### src/rtl/img_pkg.sv
// img_pkg
// Shared pixel and window types for the image pipeline (window generator and
// smoother). A window is a 3x3 neighbourhood per lane, indexed [3*r+c][lane],
// where r=0 is the oldest row and c=0 is the oldest column.
// No ports (package).
package img_pkg;

    localparam int PIX_W   = 8;
    localparam int LANES   = 2;
    localparam int WIN_N   = 9;
    localparam int WIN_DIM = 3;

    typedef logic signed [PIX_W-1:0] pixel_t;
    typedef pixel_t [LANES-1:0] lanes_t;
    typedef pixel_t [WIN_N-1:0][LANES-1:0] window_t;

    // Flat window index for neighbourhood row r (0 = oldest) and column c
    // (0 = oldest).
    function automatic int win_idx(input int r, input int c);
        return WIN_DIM * r + c;
    endfunction

endpackage

### src/rtl/window_generator_if.sv
// window_generator_if
// Streaming pixel-in / window-out bundle of the window generator.
//   pix_in     lanes_t   incoming pixel, one value per lane
//   pix_valid  1         pix_in is accepted on this clock edge
//   window     window_t  3x3 neighbourhood per lane
//   win_valid  1         window holds a complete interior neighbourhood
// modport master: pixel source / window consumer (testbench, upstream stage)
// modport slave:  the window generator itself
interface window_generator_if;
    import img_pkg::*;

    lanes_t  pix_in;
    logic    pix_valid;
    window_t window;
    logic    win_valid;

    modport master (
        output pix_in,
        output pix_valid,
        input  window,
        input  win_valid
    );

    modport slave (
        input  pix_in,
        input  pix_valid,
        output window,
        output win_valid
    );

endinterface

### src/rtl/window_generator_line_buffer.sv
// line_buffer
// One image row of pixels for one lane. Read-before-write at a single
// address: rdata always shows the content stored at addr before the write
// that happens on the enabled clock edge, so the same edge can consume the
// old row value and replace it with the new one. Contents are not reset.
//   clk    input            rising-edge clock
//   en     input            write wdata into addr on this edge
//   addr   input [ADDR_W]   shared read/write address (column)
//   wdata  input pixel_t    value to store
//   rdata  output pixel_t   value stored at addr before this edge's write
module line_buffer
    import img_pkg::*;
#(
    parameter int DEPTH  = 64,
    parameter int ADDR_W = $clog2(DEPTH)
) (
    input  logic              clk,
    input  logic              en,
    input  logic [ADDR_W-1:0] addr,
    input  pixel_t            wdata,
    output pixel_t            rdata
);

    pixel_t mem [DEPTH];

    // Combinational read so the window register can take the previous-row
    // pixel on the very edge that accepts the current pixel (1-cycle latency).
    assign rdata = mem[addr];

    always_ff @(posedge clk) begin
        if (en) begin
            mem[addr] <= wdata;
        end
    end

endmodule

### src/rtl/window_generator.sv
// window_generator
// Streaming 3x3 window generator. Takes a raster-order stream of two-lane
// signed pixels, keeps the two previous rows in line buffers and emits the
// full 3x3 neighbourhood (window[3*r+c][lane]) with win_valid for every
// interior pixel. One cycle latency, no backpressure, values pass bit-exact.
//
// Parameters:
//   IMG_WIDTH   pixels per row (>= 3)
//   IMG_HEIGHT  rows per frame (>= 3)
// Ports:
//   clk         input   rising-edge clock
//   reset       input   synchronous active-high reset
//   frame_done  output  one-cycle pulse after the last pixel of a frame
//                       (present only when WINGEN_FRAME_DONE_EN is defined)
//   bus         window_generator_if.slave  pix_in/pix_valid in,
//                                          window/win_valid out
// Build option:
//   WINGEN_FRAME_DONE_EN  adds the frame_done port and its register.
module window_generator
    import img_pkg::*;
#(
    parameter int IMG_WIDTH  = 64,
    parameter int IMG_HEIGHT = 64
) (
    input  logic clk,
    input  logic reset,
`ifdef WINGEN_FRAME_DONE_EN
    output logic frame_done,
`endif
    window_generator_if.slave bus
);

    localparam int COL_W = $clog2(IMG_WIDTH);
    localparam int ROW_W = $clog2(IMG_HEIGHT);

    logic [COL_W-1:0] col;
    logic [ROW_W-1:0] row;
    logic             last_col;
    logic             last_row;
    logic             interior;
    logic             accept;

    lanes_t  lb0_rd;
    lanes_t  lb1_rd;
    window_t win_q;
    window_t win_next;
    logic    win_valid_q;

    assign last_col = (col == COL_W'(IMG_WIDTH - 1));
    assign last_row = (row == ROW_W'(IMG_HEIGHT - 1));
    assign interior = (row >= ROW_W'(2)) && (col >= COL_W'(2));

    // Reset overrides pix_valid, so nothing (not even the line buffers) is
    // advanced on a reset edge.
    assign accept = bus.pix_valid && !reset;

    // Raster position of the pixel currently offered on pix_in.
    always_ff @(posedge clk) begin
        if (reset) begin
            col <= '0;
            row <= '0;
        end else if (bus.pix_valid) begin
            if (last_col) begin
                col <= '0;
                row <= last_row ? '0 : row + ROW_W'(1);
            end else begin
                col <= col + COL_W'(1);
            end
        end
    end

    // lb0 holds row r-1, lb1 holds row r-2. Accepting a pixel moves the old
    // lb0 entry down into lb1 and stores the new pixel in lb0.
    for (genvar lane = 0; lane < LANES; lane++) begin : g_lane
        line_buffer #(
            .DEPTH  (IMG_WIDTH),
            .ADDR_W (COL_W)
        ) u_lb0 (
            .clk   (clk),
            .en    (accept),
            .addr  (col),
            .wdata (bus.pix_in[lane]),
            .rdata (lb0_rd[lane])
        );

        line_buffer #(
            .DEPTH  (IMG_WIDTH),
            .ADDR_W (COL_W)
        ) u_lb1 (
            .clk   (clk),
            .en    (accept),
            .addr  (col),
            .wdata (lb0_rd[lane]),
            .rdata (lb1_rd[lane])
        );
    end

    // Every window row shifts one column towards the old side; the new
    // column is (row r-2, row r-1, current pixel) top to bottom.
    always_comb begin
        win_next = win_q;
        for (int r = 0; r < WIN_DIM; r++) begin
            for (int c = 0; c < WIN_DIM - 1; c++) begin
                win_next[win_idx(r, c)] = win_q[win_idx(r, c + 1)];
            end
        end
        win_next[win_idx(0, 2)] = lb1_rd;
        win_next[win_idx(1, 2)] = lb0_rd;
        win_next[win_idx(2, 2)] = bus.pix_in;
    end

    // The window keeps shifting on border pixels so stale columns from the
    // previous row are flushed out before the first interior pixel (col 2).
    always_ff @(posedge clk) begin
        if (reset) begin
            win_q       <= '0;
            win_valid_q <= 1'b0;
        end else begin
            win_valid_q <= bus.pix_valid && interior;
            if (bus.pix_valid) begin
                win_q <= win_next;
            end
        end
    end

    assign bus.window    = win_q;
    assign bus.win_valid = win_valid_q;

`ifdef WINGEN_FRAME_DONE_EN
    // Registered alongside win_valid so it lines up with the frame's last
    // window.
    always_ff @(posedge clk) begin
        if (reset) begin
            frame_done <= 1'b0;
        end else begin
            frame_done <= bus.pix_valid && last_col && last_row;
        end
    end
`endif

endmodule
### src/flat_wrapper.sv
// flat-port wrapper written by rule: the top's interface ports become plain ports
module window_generator_flat import img_pkg::*;
#(
    parameter int IMG_WIDTH  = 64,
    parameter int IMG_HEIGHT = 64
)
  (clk, reset, bus_pix_in, bus_pix_valid, bus_window, bus_win_valid);
  window_generator_if bus_i ();
  input  logic clk;
  input  logic reset;
  input wire logic [$bits(bus_i.pix_in)-1:0] bus_pix_in;
  input wire logic [$bits(bus_i.pix_valid)-1:0] bus_pix_valid;
  output wire logic [$bits(bus_i.window)-1:0] bus_window;
  output wire logic [$bits(bus_i.win_valid)-1:0] bus_win_valid;
  assign bus_i.pix_in = bus_pix_in;
  assign bus_i.pix_valid = bus_pix_valid;
  assign bus_window = bus_i.window;
  assign bus_win_valid = bus_i.win_valid;
  window_generator #(.IMG_WIDTH(IMG_WIDTH), .IMG_HEIGHT(IMG_HEIGHT)) u_core (.clk(clk), .reset(reset), .bus(bus_i));
endmodule
### config.mk
export PLATFORM = sky130hd
export DESIGN_NAME = window_generator_flat
export DESIGN_NICKNAME = d
export VERILOG_FILES = /design/src/rtl/img_pkg.sv /design/src/rtl/window_generator_if.sv /design/src/rtl/window_generator_line_buffer.sv /design/src/rtl/window_generator.sv /design/src/flat_wrapper.sv
export SDC_FILE = /design/constraint.sdc
export NUM_CORES = 2
export LEC_CHECK = 0
export ABC_AREA = 1
export BUFFER_PORTS_ARGS = -buffer_cell sky130_fd_sc_hd__buf_2
export CAP_MARGIN = 20
export CELL_PAD_IN_SITES_DETAIL_PLACEMENT = 2
export CELL_PAD_IN_SITES_GLOBAL_PLACEMENT = 2
export CORE_MARGIN = 1.5
export CORE_UTILIZATION = 45
export DETAILED_ROUTE_END_ITERATION = 8
export GPL_TIMING_DRIVEN = 0
export HOLD_SLACK_MARGIN = 0.15
export PLACE_DENSITY_LB_ADDON = 0.1
export SETUP_SLACK_MARGIN = 0.05
export SYNTH_ARGS = -nofsm -noshare
export SYNTH_HDL_FRONTEND = slang
export SYNTH_SLANG_ARGS = --single-unit
### constraint.sdc
create_clock -name clk -period 5.8 [get_ports clk]
set_input_delay 0 -clock clk [delete_from_list [all_inputs] [get_ports clk]]
set_output_delay 0 -clock clk [all_outputs]
set_load 0.02 [all_outputs]
==> impl_metrics.csv <==
group,metric,value,unit
power,powerDensity,352,nW/µm²
floorplanning,placeableCoreArea,195000,µm²
power,p_clk_frac,0.413,
power,finalPower,0.0364,W
sta,setup_violations,0,
cts,cts_tree,"built",
layout,final_cells,11324,
critical_path,cp_cell_sequence,"buf_2 > buf_2 > buf_1 > nand4_1 > nor2_4 > buf_12",
cts,clkLatencyLatePin,0.93,ns
sta,relSlewSlack,0.169,
sta,tightest_slew,1.25,ns
power,cell_internal_pwr,0.0267,W
cts,cts.path.max_buffers,3,
sta,fin_tns_setup,0,ns
power,p_leak,39.0,nW
logic_synthesis,yosys.area_share.xor_xnor,0.0000987,
logic_synthesis,avgSynthCellArea,11.2,µm²
critical_path,cp_common_cell,"buf_2",
layout,finalInstanceArea,103000,µm²
placement,gp_congestion,0.951,
floorplanning,die_h,447,µm
logic_synthesis,syn_inst,7953,
critical_path,startpoint_type,"flop",
cts,cts_resized,0,
route,wl_per_cell,37.3,µm
sta,max_freq,194,MHz
grt,grt_max_degree,66,
logic_synthesis,synth-simple-area-share,0.215,
grt,grt_pass1_wl,582,mm
floorplanning,die_area,200000,µm²
hold_path,hp-class,"primary input to flop",
route,postRouteAntennaNets,0,
power,pwr-share-seq,0.489,
logic_synthesis,ys_seq_area_frac,0.730,
grt,busiest_layer,"met2",
layout,area_growth,16.6,%
sta,finalHoldViolations,0,
placement,post-dp-hpwl,276,mm
route,dr.pass1.iters,7,
outcome,outcome,"finished clean",
floorplanning,rows,162,
grt,grt_use_total,0.420,
logic_synthesis,synth_nets,7976,
logic_synthesis,synth_top_area_cell,"edfxtp_1",
sta,slew_viol_final,0,
critical_path,crit_path_max_incr_delay,1.19,ns
power,p_sw,0.00972,W
grt,met1_usage,0.484,
flow_run,maxCapViolCount,0,
cts,numCtsBuffers,233,
logic_synthesis,syn_area,88700,µm²
layout,drive_gt1_frac,0.107,
critical_path,cp.required,6.38,ns
route,drc_errors,0,
route,finalWirelength,422,mm
route,num_vias,70588,
logic_synthesis,synth_seq_cells,2211,
floorplanning,start_util,0.454,
grt,grt_antenna_before_repair,27,
critical_path,cp.arrival,5.72,ns
critical_path,critical_path.max_fanout,18,
placement,numPlacedInstances,10845,
logic_synthesis,synth_top_family_by_area,"simple AND/OR/NAND/NOR gates",
critical_path,path_class,"flop to flop",
critical_path,crit_slowest_cell,"nor2_4",
power,combPwrFrac,0.098,
logic_synthesis,synthArstFlopShare,0,
logic_synthesis,synth.top_cells.by_area,"edfxtp_1, nand2_1, nand3_1",
sta,finClkSkew,0.0434,ns
power,swShare,0.267,
sta,finalCriticalPeriod,5.15,ns
placement,io_buffers,163,
logic_synthesis,synth.top_cell.area_share,0.693,
sta,post-route-period-util,0.888,
route,drtIter0Drc,8246,
logic_synthesis,synth_adder_area_share,0.000564,
floorplanning,ios,164,
route,via_per_inst,6.23,
cts,clock_sinks,2211,
logic_synthesis,synth_cell_types,33,
cts,cts_root_buf,"clkbuf_16",
placement,placed_area,95700,µm²
critical_path,crit_family,"buffers and inverters",
floorplanning,die_w,447,µm
sta,rsz0062_at_grt,"false",
logic_synthesis,muxShareOfSynthArea,0,
logic_synthesis,synth_warnings,0,
critical_path,cp_num_buf_inv,4,
critical_path,cp-end-kind,"flop",
grt,grtUsageMet3,0.106,
power,ir_worst_vdd,0.293,mV
layout,fin_nets,8514,
grt,met2_usage,0.674,
cts,clk_pin_slew,0.07,ns
logic_synthesis,synth_compound_area_frac,0.0244,
cts,htree_num_levels,4,
logic_synthesis,synth-edff-count,2048,
grt,grt_pass1_vias,76246,
logic_synthesis,synthFlopType,"edfxtp_1",
layout,nFillCells,19117,
grt,overflow,0,
layer usage:
metal | vias to the layer above | wire, µm
met5 | - | 156
met4 | 24 | 37600
met3 | 1547 | 40400
met2 | 4442 | 197000
met1 | 36290 | 147000
li1 | 28285 | -
power groups by stage:
stage,logic (W),clock network (W),registers [W]
2_1_floorplan,0.00144,0,0.0182
4_1_cts,0.00344,0.0150,0.0178
5_1_grt,0.00367,0.0155,0.0178
3_3_place_gp,0.00300,0,0.0182
3_5_place_dp,0.00334,0,0.0181
6_report,0.00358,0.0150,0.0178
tightest hold or removal path, cell delays in order:
cell and delay [ns]:
dlygate4sd3_1 0.52, buf_4 0.14, buf_16 0.22
stage by stage:
stage / utilization / setup slack [ns] / hold WS (ns)
final: 0.529 / 0.652 / 0.177
after global routing: 0.529 / 0.866 / 0.201
after CTS: 0.529 / 1.00 / 0.154
after detailed placement: 0.490 / 1.13 / 0.273
after global placement: 0.475 / -1.46 / 0.433
after floorplan: - / 2.70 / 0.0989
cell type report:
class | instances | area [µm²] | area share
well taps | 2624 | 3280 | 0.0317
inverters | 150 | 563 | 0.00544
multi-input cells | 5128 | 21900 | 0.212
repair buffers | 303 | 3490 | 0.0338
clock inverters | 119 | 931 | 0.00900
flip-flops and latches | 2211 | 64800 | 0.626
clock buffers | 314 | 6410 | 0.0619
plain buffers | 464 | 2080 | 0.0201
diodes | 11 | 27.5 | 0.000266
flip-flops by register name, summed over array words and instances (netlist names), named ones only:
name                     cells
u_core.row                   6
u_core.g_lane.u_lb1.mem   1024
u_core.bus.window          144
u_core.g_lane.u_lb0.mem   1024
u_core.bus.win_valid         1
u_core.col                   6
repair_timing:
item,CTS,global route
hold buffers,29,0
setup buffers,0,0
hold endpoints to repair,1148,0
worst paths after layout:
path                                      startpoint                                     endpoint  slack [ns]  cells after the start
hold / removal                         bus_pix_in[4]  u_core.g_lane[0].u_lb0.mem[45][4]$_DFFE_PP_        0.18                      3
setup reg to reg          u_core.col[1]$_SDFFE_PP0P_  u_core.g_lane[1].u_lb0.mem[22][0]$_DFFE_PP_        0.65                      6
setup / recovery          u_core.col[1]$_SDFFE_PP0P_  u_core.g_lane[1].u_lb0.mem[22][0]$_DFFE_PP_        0.65                      6
hold reg to reg   u_core.bus.window[44]$_SDFFE_PP0P_           u_core.bus.window[28]$_SDFFE_PP0P_        0.48                      2
cells in the mapped netlist (2+ instances only):
| master | number |
|---|---|
| nor2_4 | 2 |
| clkbuf_1 | 169 |
| buf_6 | 4 |
| nor4_1 | 2 |
| clkinv_1 | 2 |
| nor3_1 | 4 |
| dfxtp_1 | 163 |
| nand2_1 | 3223 |
| nand3_1 | 1016 |
| o21ai_0 | 144 |
| inv_2 | 8 |
| nor2_2 | 2 |
| a21oi_1 | 216 |
| ha_1 | 4 |
| o21ai_1 | 55 |
| nor3_2 | 3 |
| buf_1 | 58 |
| nand3b_1 | 31 |
| nand4_1 | 7 |
| inv_1 | 140 |
| buf_4 | 8 |
| buf_2 | 225 |
| a22oi_1 | 5 |
| edfxtp_1 | 2048 |
| nor2_1 | 405 |
| o22ai_1 | 2 |
kinds of logic (layout without fill, tap and decap cells):
family | count (synthesis) | in the layout
AND/OR/NAND/NOR | 4696 | 4696
flip-flops | 2211 | 2211
buffers and inverters | 614 | 1350
AO/OA/AOI/OAI | 427 | 427
adder cells (fa/ha/maj) | 4 | 4
XOR/XNOR | 1 | 1
other | 0 | 11
cells in the final DEF, fill, tap and decap left out, drive strengths merged, types with 153 or more instances in the layout:
master,count
a21oi,216
buf,569
clkbuf,484
dfxtp,163
edfxtp,2048
inv,153
nand2,3223
nand3,1016
nor2,409
o21ai,199
Note: power is estimated with default switching activity, not from simulation.
